===== config.mk =====
export PLATFORM = sky130hd
export DESIGN_NAME = udiv_q_arb
export DESIGN_NICKNAME = d
export VERILOG_FILES = /design/src/rtl/udiv_q_arb.sv
export SDC_FILE = /design/constraint.sdc
export NUM_CORES = 1
export LEC_CHECK = 0
export BUFFER_PORTS_ARGS = -buffer_cell sky130_fd_sc_hd__clkbuf_2
export CAP_MARGIN = 20
export CORE_ASPECT_RATIO = 0.5
export CORE_MARGIN = 10
export CORE_UTILIZATION = 33
export CTS_BUF_LIST = sky130_fd_sc_hd__clkbuf_4 sky130_fd_sc_hd__clkbuf_8
export DETAILED_ROUTE_END_ITERATION = 8
export PLACE_DENSITY_LB_ADDON = 0.2
export SYNTH_ARGS = -nofsm -noshare
export SYNTH_HDL_FRONTEND = slang
export SYNTH_SLANG_ARGS = --single-unit

===== constraint.sdc =====
create_clock -name clk -period 3 [get_ports clk]
set_clock_uncertainty 0.2 [all_clocks]
set_input_delay 0.6 -clock clk [delete_from_list [all_inputs] [get_ports clk]]
set_output_delay 0.6 -clock clk [all_outputs]
set_load 0.03 [all_outputs]

===== src/rtl/udiv_q_arb.sv =====
// rtl/udiv_q_arb.sv - round-robin arbiter sharing one divider among N channels, in-order tag return
// Optional per-channel completion counters: UDIV_ARB_CNT_EN.
module udiv_q_arb #(
  parameter int N  = 4,
  parameter int DW = 16,
  parameter int QI = 16,
  parameter int QF = 8,
  parameter int FD = 4
) (
  input  logic                     clk,
  input  logic                     rst,
  input  logic [N-1:0]             req_valid,
  output logic [N-1:0]             req_ready,
  input  logic [N*DW-1:0]          req_dividend,
  input  logic [N*DW-1:0]          req_divisor,
  output logic                     div_s_valid,
  input  logic                     div_s_ready,
  output logic [DW-1:0]            div_s_dividend,
  output logic [DW-1:0]            div_s_divisor,
  input  logic                     div_m_valid,
  output logic                     div_m_ready,
  input  logic                     div_m_dz,
  input  logic [QI-1:0]            div_m_q_int,
  input  logic [QF-1:0]            div_m_q_frac,
  input  logic [DW-1:0]            div_m_rem,
  output logic [N-1:0]             rsp_valid,
  input  logic [N-1:0]             rsp_ready,
  output logic                     rsp_dz,
  output logic [QI-1:0]            rsp_q_int,
  output logic [QF-1:0]            rsp_q_frac,
  output logic [DW-1:0]            rsp_rem,
  output logic [$clog2(FD+1)-1:0]  inflight,
`ifdef UDIV_ARB_CNT_EN
  output logic [N*16-1:0]          done_cnt,
`endif
  output logic                     err_orphan
);

  localparam int NW = $clog2(N);
  localparam int PW = (FD > 1) ? $clog2(FD) : 1;
  localparam int CW = $clog2(FD+1);

  logic [NW-1:0] ptr, gnt_q, grant, head;
  logic          lock, gnt_vld;
  logic [NW-1:0] tag_mem [FD];
  logic [PW-1:0] wr_ptr, rd_ptr;
  logic [CW-1:0] count;
  logic          fifo_full, fifo_empty, push, pop;
  int            idx;

  function automatic logic [PW-1:0] nxt(input logic [PW-1:0] p);
    return (p == PW'(FD-1)) ? '0 : p + PW'(1);
  endfunction

  // Reverse scan so the last hit is the first valid channel at or after ptr.
  always_comb begin
    grant   = gnt_q;
    gnt_vld = lock;
    idx     = 0;
    if (!lock) begin
      grant = '0;
      for (int k = N-1; k >= 0; k--) begin
        idx = (int'(ptr) + k) % N;
        if (req_valid[idx]) begin
          grant   = NW'(idx);
          gnt_vld = 1'b1;
        end
      end
    end
  end

  assign fifo_full      = (count == CW'(FD));
  assign fifo_empty     = (count == '0);
  assign div_s_valid    = gnt_vld && !fifo_full;
  assign push           = div_s_valid && div_s_ready;
  assign div_s_dividend = req_dividend[int'(grant)*DW +: DW];
  assign div_s_divisor  = req_divisor[int'(grant)*DW +: DW];
  assign head           = tag_mem[rd_ptr];

  always_comb begin
    req_ready = '0;
    if (push) req_ready[grant] = 1'b1;
  end

  // An empty FIFO swallows results so a stray divider output cannot stall it.
  always_comb begin
    rsp_valid   = '0;
    div_m_ready = 1'b1;
    if (!fifo_empty) begin
      rsp_valid[head] = div_m_valid;
      div_m_ready     = rsp_ready[head];
    end
  end

  assign pop        = !fifo_empty && div_m_valid && div_m_ready;
  assign rsp_dz     = div_m_dz;
  assign rsp_q_int  = div_m_q_int;
  assign rsp_q_frac = div_m_q_frac;
  assign rsp_rem    = div_m_rem;
  assign inflight   = count;

  always_ff @(posedge clk) begin
    if (push) tag_mem[wr_ptr] <= grant;
  end

  always_ff @(posedge clk) begin
    if (rst) begin
      ptr        <= '0;
      lock       <= 1'b0;
      gnt_q      <= '0;
      wr_ptr     <= '0;
      rd_ptr     <= '0;
      count      <= '0;
      err_orphan <= 1'b0;
    end else begin
      if (push) begin
        wr_ptr <= nxt(wr_ptr);
        ptr    <= (grant == NW'(N-1)) ? '0 : grant + NW'(1);
        lock   <= 1'b0;
      end else if (div_s_valid) begin
        lock  <= 1'b1;
        gnt_q <= grant;
      end
      if (pop) rd_ptr <= nxt(rd_ptr);
      case ({push, pop})
        2'b10:   count <= count + CW'(1);
        2'b01:   count <= count - CW'(1);
        default: count <= count;
      endcase
      if (fifo_empty && div_m_valid) err_orphan <= 1'b1;
    end
  end

`ifdef UDIV_ARB_CNT_EN
  logic [15:0] cnt [N];

  always_ff @(posedge clk) begin
    for (int i = 0; i < N; i++) begin
      if (rst) cnt[i] <= '0;
      else if (rsp_valid[i] && rsp_ready[i]) cnt[i] <= cnt[i] + 16'd1;
    end
  end

  always_comb begin
    done_cnt = '0;
    for (int i = 0; i < N; i++) done_cnt[i*16 +: 16] = cnt[i];
  end
`endif

endmodule

==> results of run 1 <==
==> Yosys cell counts (2+ instances only) <==
cell type  number  area, sq um
nor2_1         18         67.6
buf_2           6         30.0
and3_1          8         50.1
mux2i_1       102         1020
buf_6           3         33.8
clkbuf_1        3         11.3
a211oi_1        3         22.5
o21ai_0         3         15.0
buf_4          42          315
edfxtp_1        8          240
or3_1           4         25.0
ha_1           10          125
nor3_1          2         10.0
xor2_1          2         17.5
nand2_1         3         11.3
a21oi_1         8         40.0
nor2b_1         2         12.5
inv_1          12         45.0
dfxtp_1        15          300
==> layout make-up <==
| class | count | area, sq um | share of cell area |
|---|---|---|---|
| clock inverters | 1 | 7.51 | 0.00195 |
| flip-flops and latches | 23 | 546 | 0.141 |
| inverters | 13 | 48.8 | 0.0127 |
| well taps | 108 | 135 | 0.0350 |
| clock buffers | 3 | 41.3 | 0.0107 |
| multi-input cells | 180 | 1680 | 0.435 |
| repair buffers | 220 | 1400 | 0.363 |
==> worst max-delay path: cells and delay by family <==
family	cells	cell delay [ns]
AOI/OAI and AO/OA	1	0.22
muxes	2	0.26
buffers and inverters	5	0.69
and+or+nand+nor	2	0.42
==> where the power goes <==
group          switching (uW)  internal, uW
clock                     103          93.9
sequential               45.5           389
combinational             979           835
==> registers in the layout (all words and copies together) (netlist names), named ones only <==
register	count
rd_ptr	2
ptr	2
gnt_q	2
err_orphan	1
inflight	3
lock	1
wr_ptr	2
tag_mem	8
==> how the worst max path moves through the flow <==
stage	end	start	slack [ns]	cells past startpoint
after global placement	div_s_dividend[3]	req_valid[3]	-0.02	9
after global routing	inflight[2]	tag_mem[1][0]	-0.06	9
final	div_s_dividend[0]	req_valid[1]	0.008	10
after CTS	div_s_divisor[6]	req_valid[3]	0.002	9
after detailed placement	div_s_dividend[0]	req_valid[3]	-0.05	9
after floorplan	div_s_dividend[13]	req_valid[0]	0.009	5
==> kinds of logic (layout without fill, tap and decap cells) <==
logic type / count (synthesis) / count (layout) / share of synthesized area
AND/OR/NAND/NOR: 44 / 44 / 0.0890
adder cells (fa/ha/maj): 11 / 11 / 0.0564
flip-flops: 23 / 23 / 0.210
multiplexers: 104 / 104 / 0.416
buffers and inverters: 67 / 237 / 0.171
AO/OA/AOI/OAI: 19 / 19 / 0.0515
XOR/XNOR: 2 / 2 / 0.00681
==> per-layer routing <==
layer  up-vias  wire [um]  track usage
met5         -          0            0
met1      1159       3540        0.145
met4         0        167       0.0461
met3        32        980       0.0587
li1       1258          -            -
met2        95       5410        0.273
==> per-stage QoR <==
stage	cell area, sq um	setup TNS, ns	util	setup WS [ns]	power (uW)
floorplan	2570	0	-	0.00938	1610
global placement	3510	-0.0793	0.471	-0.0244	2030
detailed placement	3510	-0.365	0.471	-0.0535	2040
CTS	3600	0	0.482	0.00170	2270
global route	3860	-0.351	0.517	-0.0588	2620
finish	3860	0	0.517	0.00806	2450
==> repair_timing <==
item                                    CTS  global route
resized for setup                        11            76
pin swaps                                 1             8
endpoints found under the setup margin   19            35
gates cloned                              0             3
setup buffers                             1             9
==> flow_metrics.py, run 1 <==
metrics = {
    "yosys": {
        "ys_async_sr_fraction": 0,
        "ys_seq_area_frac": 0.210,
        "ys_ff_latch": 23,
        "synth_edf_count": 8,
        "synth_cell_type_count": 35,
        "synthesis.area_sq_um": 2570,
        "postSynthCellCount": 270,
        "avgSynthCellArea_sq_um": 9.53,
        "yosys_most_used_dff": "dfxtp_1",
        "synth_nets": 462,
        "yosysWarnings": 0,
    },
    "die": {
        "core_area_sq_um": 7460,
        "die_h_um": 82.4,
        "die_x_um": 145,
        "io_pins": 268,
        "fp-row-count": 22,
        "initial_core_util": 0.345,
        "die_area_sq_um": 11900,
    },
    "critical_path": {
        "worstPathCellList": "buf_8 > nor2_4 > or3b_4 > o221ai_4 > buf_12 > buf_8 > buf_6 > mux2i_1 > mux2i_1 > buf_4",
        "crit_type": "primary input to primary output",
        "reg2reg_depth": 9,
        "arrival_ns": 2.19,
        "cp-end-kind": "primary output",
        "timing.rr.end": "inflight[2]",
        "reg2reg_from": "tag_mem[1][0]",
        "required_ns": 2.20,
        "slowest_delay_ns": 0.39,
        "path_max_fanout": 8,
        "r2r_setup_slack_ns": 0.04,
        "cp-start-kind": "primary input",
        "cpMaxStageDelayCell": "or3b_4",
    },
    "clock_tree": {
        "clock_sinks": 23,
        "insertion_delay_ns": 0.27,
        "htreeDepth": 1,
        "cts.clk_slew.worst_paths_ns": 0.08,
        "cts-buffers-inserted": 3,
        "clk_path_buf_depth": 2,
        "cts-root-buf": "clkbuf_8",
        "ctsHoldBuffers": 0,
        "cts_tree": "built",
    },
    "outcome": {
        "status": "completed",
    },
    "detailed_routing": {
        "via_count": 2544,
        "ant_nets": 0,
        "via_per_inst": 4.64,
        "drc": 0,
        "drt-total-wl_um": 10100,
        "drt_first_pass_iters": 4,
        "wl_per_cell_um": 18.4,
        "drtIter0Drc": 74,
    },
    "timing": {
        "worst_pin_slew_ns": 0.392,
        "hold_viol": 0,
        "fmax_ghz": 0.334,
        "period_minus_slack_ns": 2.99,
        "whs_ns": 0.272,
        "setup_viol": 0,
        "max-slew-margin-rel": 0.736,
        "grt_setup_unrepaired": "yes",
        "period_share": 0.997,
        "slew_violations": 0,
    },
    "layout": {
        "nets": 633,
        "layout_common_cells": "clkbuf_2, mux2i_1, buf_4",
        "fill_cells": 756,
        "final_common_cell": "clkbuf_2",
        "antennaDiodeCount": 0,
        "layout-drive-gt1-share": 0.566,
        "syn2layout_area_growth_pct": 49.8,
        "stdcell_count": 548,
    },
    "power_and_ir_drop": {
        "p_leak_uw": 0.00195,
        "p_per_area_nw_per_um2": 634,
        "ir_drop_v": 0.000261,
    },
    "worst_hold_path": {
        "min_from": "err_orphan",
        "min_path_cells": 2,
        "hold_end": "err_orphan",
        "hp-class": "register to register",
    },
    "place": {
        "numPortBuffers": 185,
        "dp.cells": 532,
        "gp_congestion": 0.771,
        "dp_hpwl_um": 8350,
    },
    "grt": {
        "grt_usage": 0.144,
        "grt_overflow": 0,
        "antenna_found_initial": 0,
        "grt_pass1_vias": 2564,
        "grt_pass1_wl_um": 13900,
        "grt_max_degree": 31,
    },
    "job": {
        "cap_violations": 0,
    },
}
Note: power is estimated with default switching activity, not from simulation.
==> run 2: changes to the inputs <==
CELL_PAD_IN_SITES_DETAIL_PLACEMENT = 0   (was default)
CELL_PAD_IN_SITES_GLOBAL_PLACEMENT = 2   (was default)
CORE_UTILIZATION = 16   (was 33)
==> run 2 against run 1 <==
  * Sequential share of layout area shrank 0.59 points
  * Maximum frequency grew 0.75%
  * Cell count grew 18%
  * Cell area grew 3.9%
  * Combinational power grew 2%
  * Routed wire length grew 10%
  * Critical path type unchanged
  * Register-to-register slack is essentially flat
  * Via count shrank 1.2%
  * Largest power group unchanged
  * Flip-flop and latch count is the same
==> flow_metrics.py, run 2 (synthesis results as in run 1) <==
metrics = {
    "critical_path": {
        "cp-end-kind": "primary output",
        "required_ns": 2.20,
        "cpMaxStageDelayCell": "or3b_4",
        "path_max_fanout": 7,
        "worstPathCellList": "buf_8 > nor2_4 > or3b_4 > o221ai_4 > buf_6 > buf_12 > mux2i_2 > mux2i_1 > buf_4",
        "cp-start-kind": "primary input",
        "slowest_delay_ns": 0.39,
        "arrival_ns": 2.17,
        "crit_type": "primary input to primary output",
    },
    "timing": {
        "setup_viol": 0,
        "period_share": 0.990,
        "finalWorstSetupSlack_ns": 0.0302,
        "slew_violations": 0,
        "fmax_ghz": 0.337,
        "max-slew-margin-rel": 0.697,
        "grt_setup_unrepaired": "yes",
        "period_minus_slack_ns": 2.97,
        "hold_viol": 0,
        "worst_pin_slew_ns": 0.450,
    },
    "layout": {
        "layout-drive-gt1-share": 0.562,
        "fill_cells": 1701,
        "regMostFlops": "tag_mem",
        "stdcell_count": 647,
        "final_common_cell": "clkbuf_2",
        "syn2layout_area_growth_pct": 55.6,
        "largest_reg_flops": 8,
        "nets": 636,
        "layout_common_cells": "clkbuf_2, mux2i_1, buf_4",
        "antennaDiodeCount": 0,
    },
    "power_and_ir_drop": {
        "seq_power_share": 0.175,
        "p_per_area_nw_per_um2": 618,
        "ir_drop_v": 0.000209,
        "combPwrFrac": 0.747,
        "swShare": 0.457,
        "total_power_uw": 2470,
        "pwr-share-clk": 0.079,
        "p_leak_uw": 0.00198,
        "p_switching_uw": 1130,
        "p_int_uw": 1340,
    },
    "grt": {
        "grt_usage": 0.0918,
        "antenna_found_initial": 0,
        "grt_pass1_wl_um": 15600,
        "grt_pass1_vias": 2682,
        "grt_overflow": 0,
        "grt_max_degree": 16,
    },
    "place": {
        "numPortBuffers": 185,
        "pre_cts_slack_ns": -0.111,
        "dp_hpwl_um": 9800,
        "gp_congestion": 0.684,
        "dp.cells": 637,
    },
    "worst_hold_path": {
        "hp-class": "register to register",
    },
    "detailed_routing": {
        "drc": 0,
        "ant_nets": 0,
        "drt-total-wl_um": 11100,
        "wl_per_cell_um": 17.2,
        "via_count": 2514,
        "via_per_inst": 3.89,
        "drtIter0Drc": 65,
        "drt_first_pass_iters": 4,
    },
    "die": {
        "initial_core_util": 0.165,
        "die_area_sq_um": 21900,
        "io_pins": 268,
        "die_x_um": 199,
        "fp-row-count": 32,
        "core_area_sq_um": 15600,
        "die_h_um": 110,
    },
    "outcome": {
        "status": "completed",
    },
    "clock_tree": {
        "clock_sinks": 23,
        "htreeDepth": 1,
        "clk_path_buf_depth": 2,
        "insertion_delay_ns": 0.26,
        "cts_tree": "built",
        "cts-buffers-inserted": 3,
        "ctsHoldBuffers": 0,
        "cts.clk_slew.worst_paths_ns": 0.08,
        "cts-root-buf": "clkbuf_8",
    },
    "job": {
        "cap_violations": 0,
    },
}
[run 2: cell types whose count changed in the layout (fill, tap and decap cells not counted), sizes merged]
cell	change
buf	+13
clkbuf	-10
clkinv	+1
clkinvlp	-1
[run 2: layout make-up]
class / instances / area (sq um) / area share
multi-input combinational: 180 / 1670 / 0.416
timing repair buffer: 223 / 1450 / 0.361
sequential: 23 / 543 / 0.136
inverter: 13 / 48.8 / 0.0122
clock buffer: 3 / 41.3 / 0.0103
tap: 204 / 255 / 0.0637
clock inverter: 1 / 5.00 / 0.00125
[run 2: what timing repair did]
action,in CTS,in global routing
pin swaps,1,8
endpoints found under the setup margin,30,33
resized for setup,16,96
setup buffers,1,3
gates cloned,1,1
[run 2: path summary, 6_finish.rpt]
path                      start                to  slack [ns]  cells after the start
setup / recovery   req_valid[1]  div_s_divisor[3]        0.03                      9
hold reg to reg      err_orphan        err_orphan        0.29                      2
hold / removal       err_orphan        err_orphan        0.29                      2
setup reg to reg  tag_mem[3][0]       inflight[2]        0.04                      9
[run 2: critical path: cells and delay by family]
| family | cells | cell delay [ns] |
|---|---|---|
| simple gates | 2 | 0.42 |
| compound gates | 1 | 0.22 |
| buf+inv | 4 | 0.59 |
| mux | 2 | 0.31 |
[run 2: metrics by stage]
| step | hold WS (ns) | utilization | setup TNS [ns] | instance area, sq um |
|---|---|---|---|---|
| floorplan | 0.253 | - | 0 | 2570 |
| global placement | 0.262 | 0.237 | -0.309 | 3700 |
| detailed placement | 0.272 | 0.237 | -0.996 | 3700 |
| CTS | 0.295 | 0.246 | 0 | 3830 |
| global route | 0.318 | 0.257 | -0.974 | 4010 |
| finish | 0.287 | 0.257 | 0 | 4010 |
[run 2: metal layers]
layer | vias to the layer above | share of wire | global-route usage
met5 | - | 0 | 0
met4 | 0 | 0.0099 | 0.0188
met3 | 16 | 0.083 | 0.0351
met2 | 110 | 0.56 | 0.181
met1 | 1117 | 0.34 | 0.0902
li1 | 1271 | - | -
[run 2: power by group through the flow]
stage	sequential [uW]	clock [uW]	combinational, uW
after detailed placement	439	0	1690
after global placement	438	0	1700
after global routing	443	218	1990
after CTS	433	205	1760
after floorplan	468	0	1140
final	432	195	1850
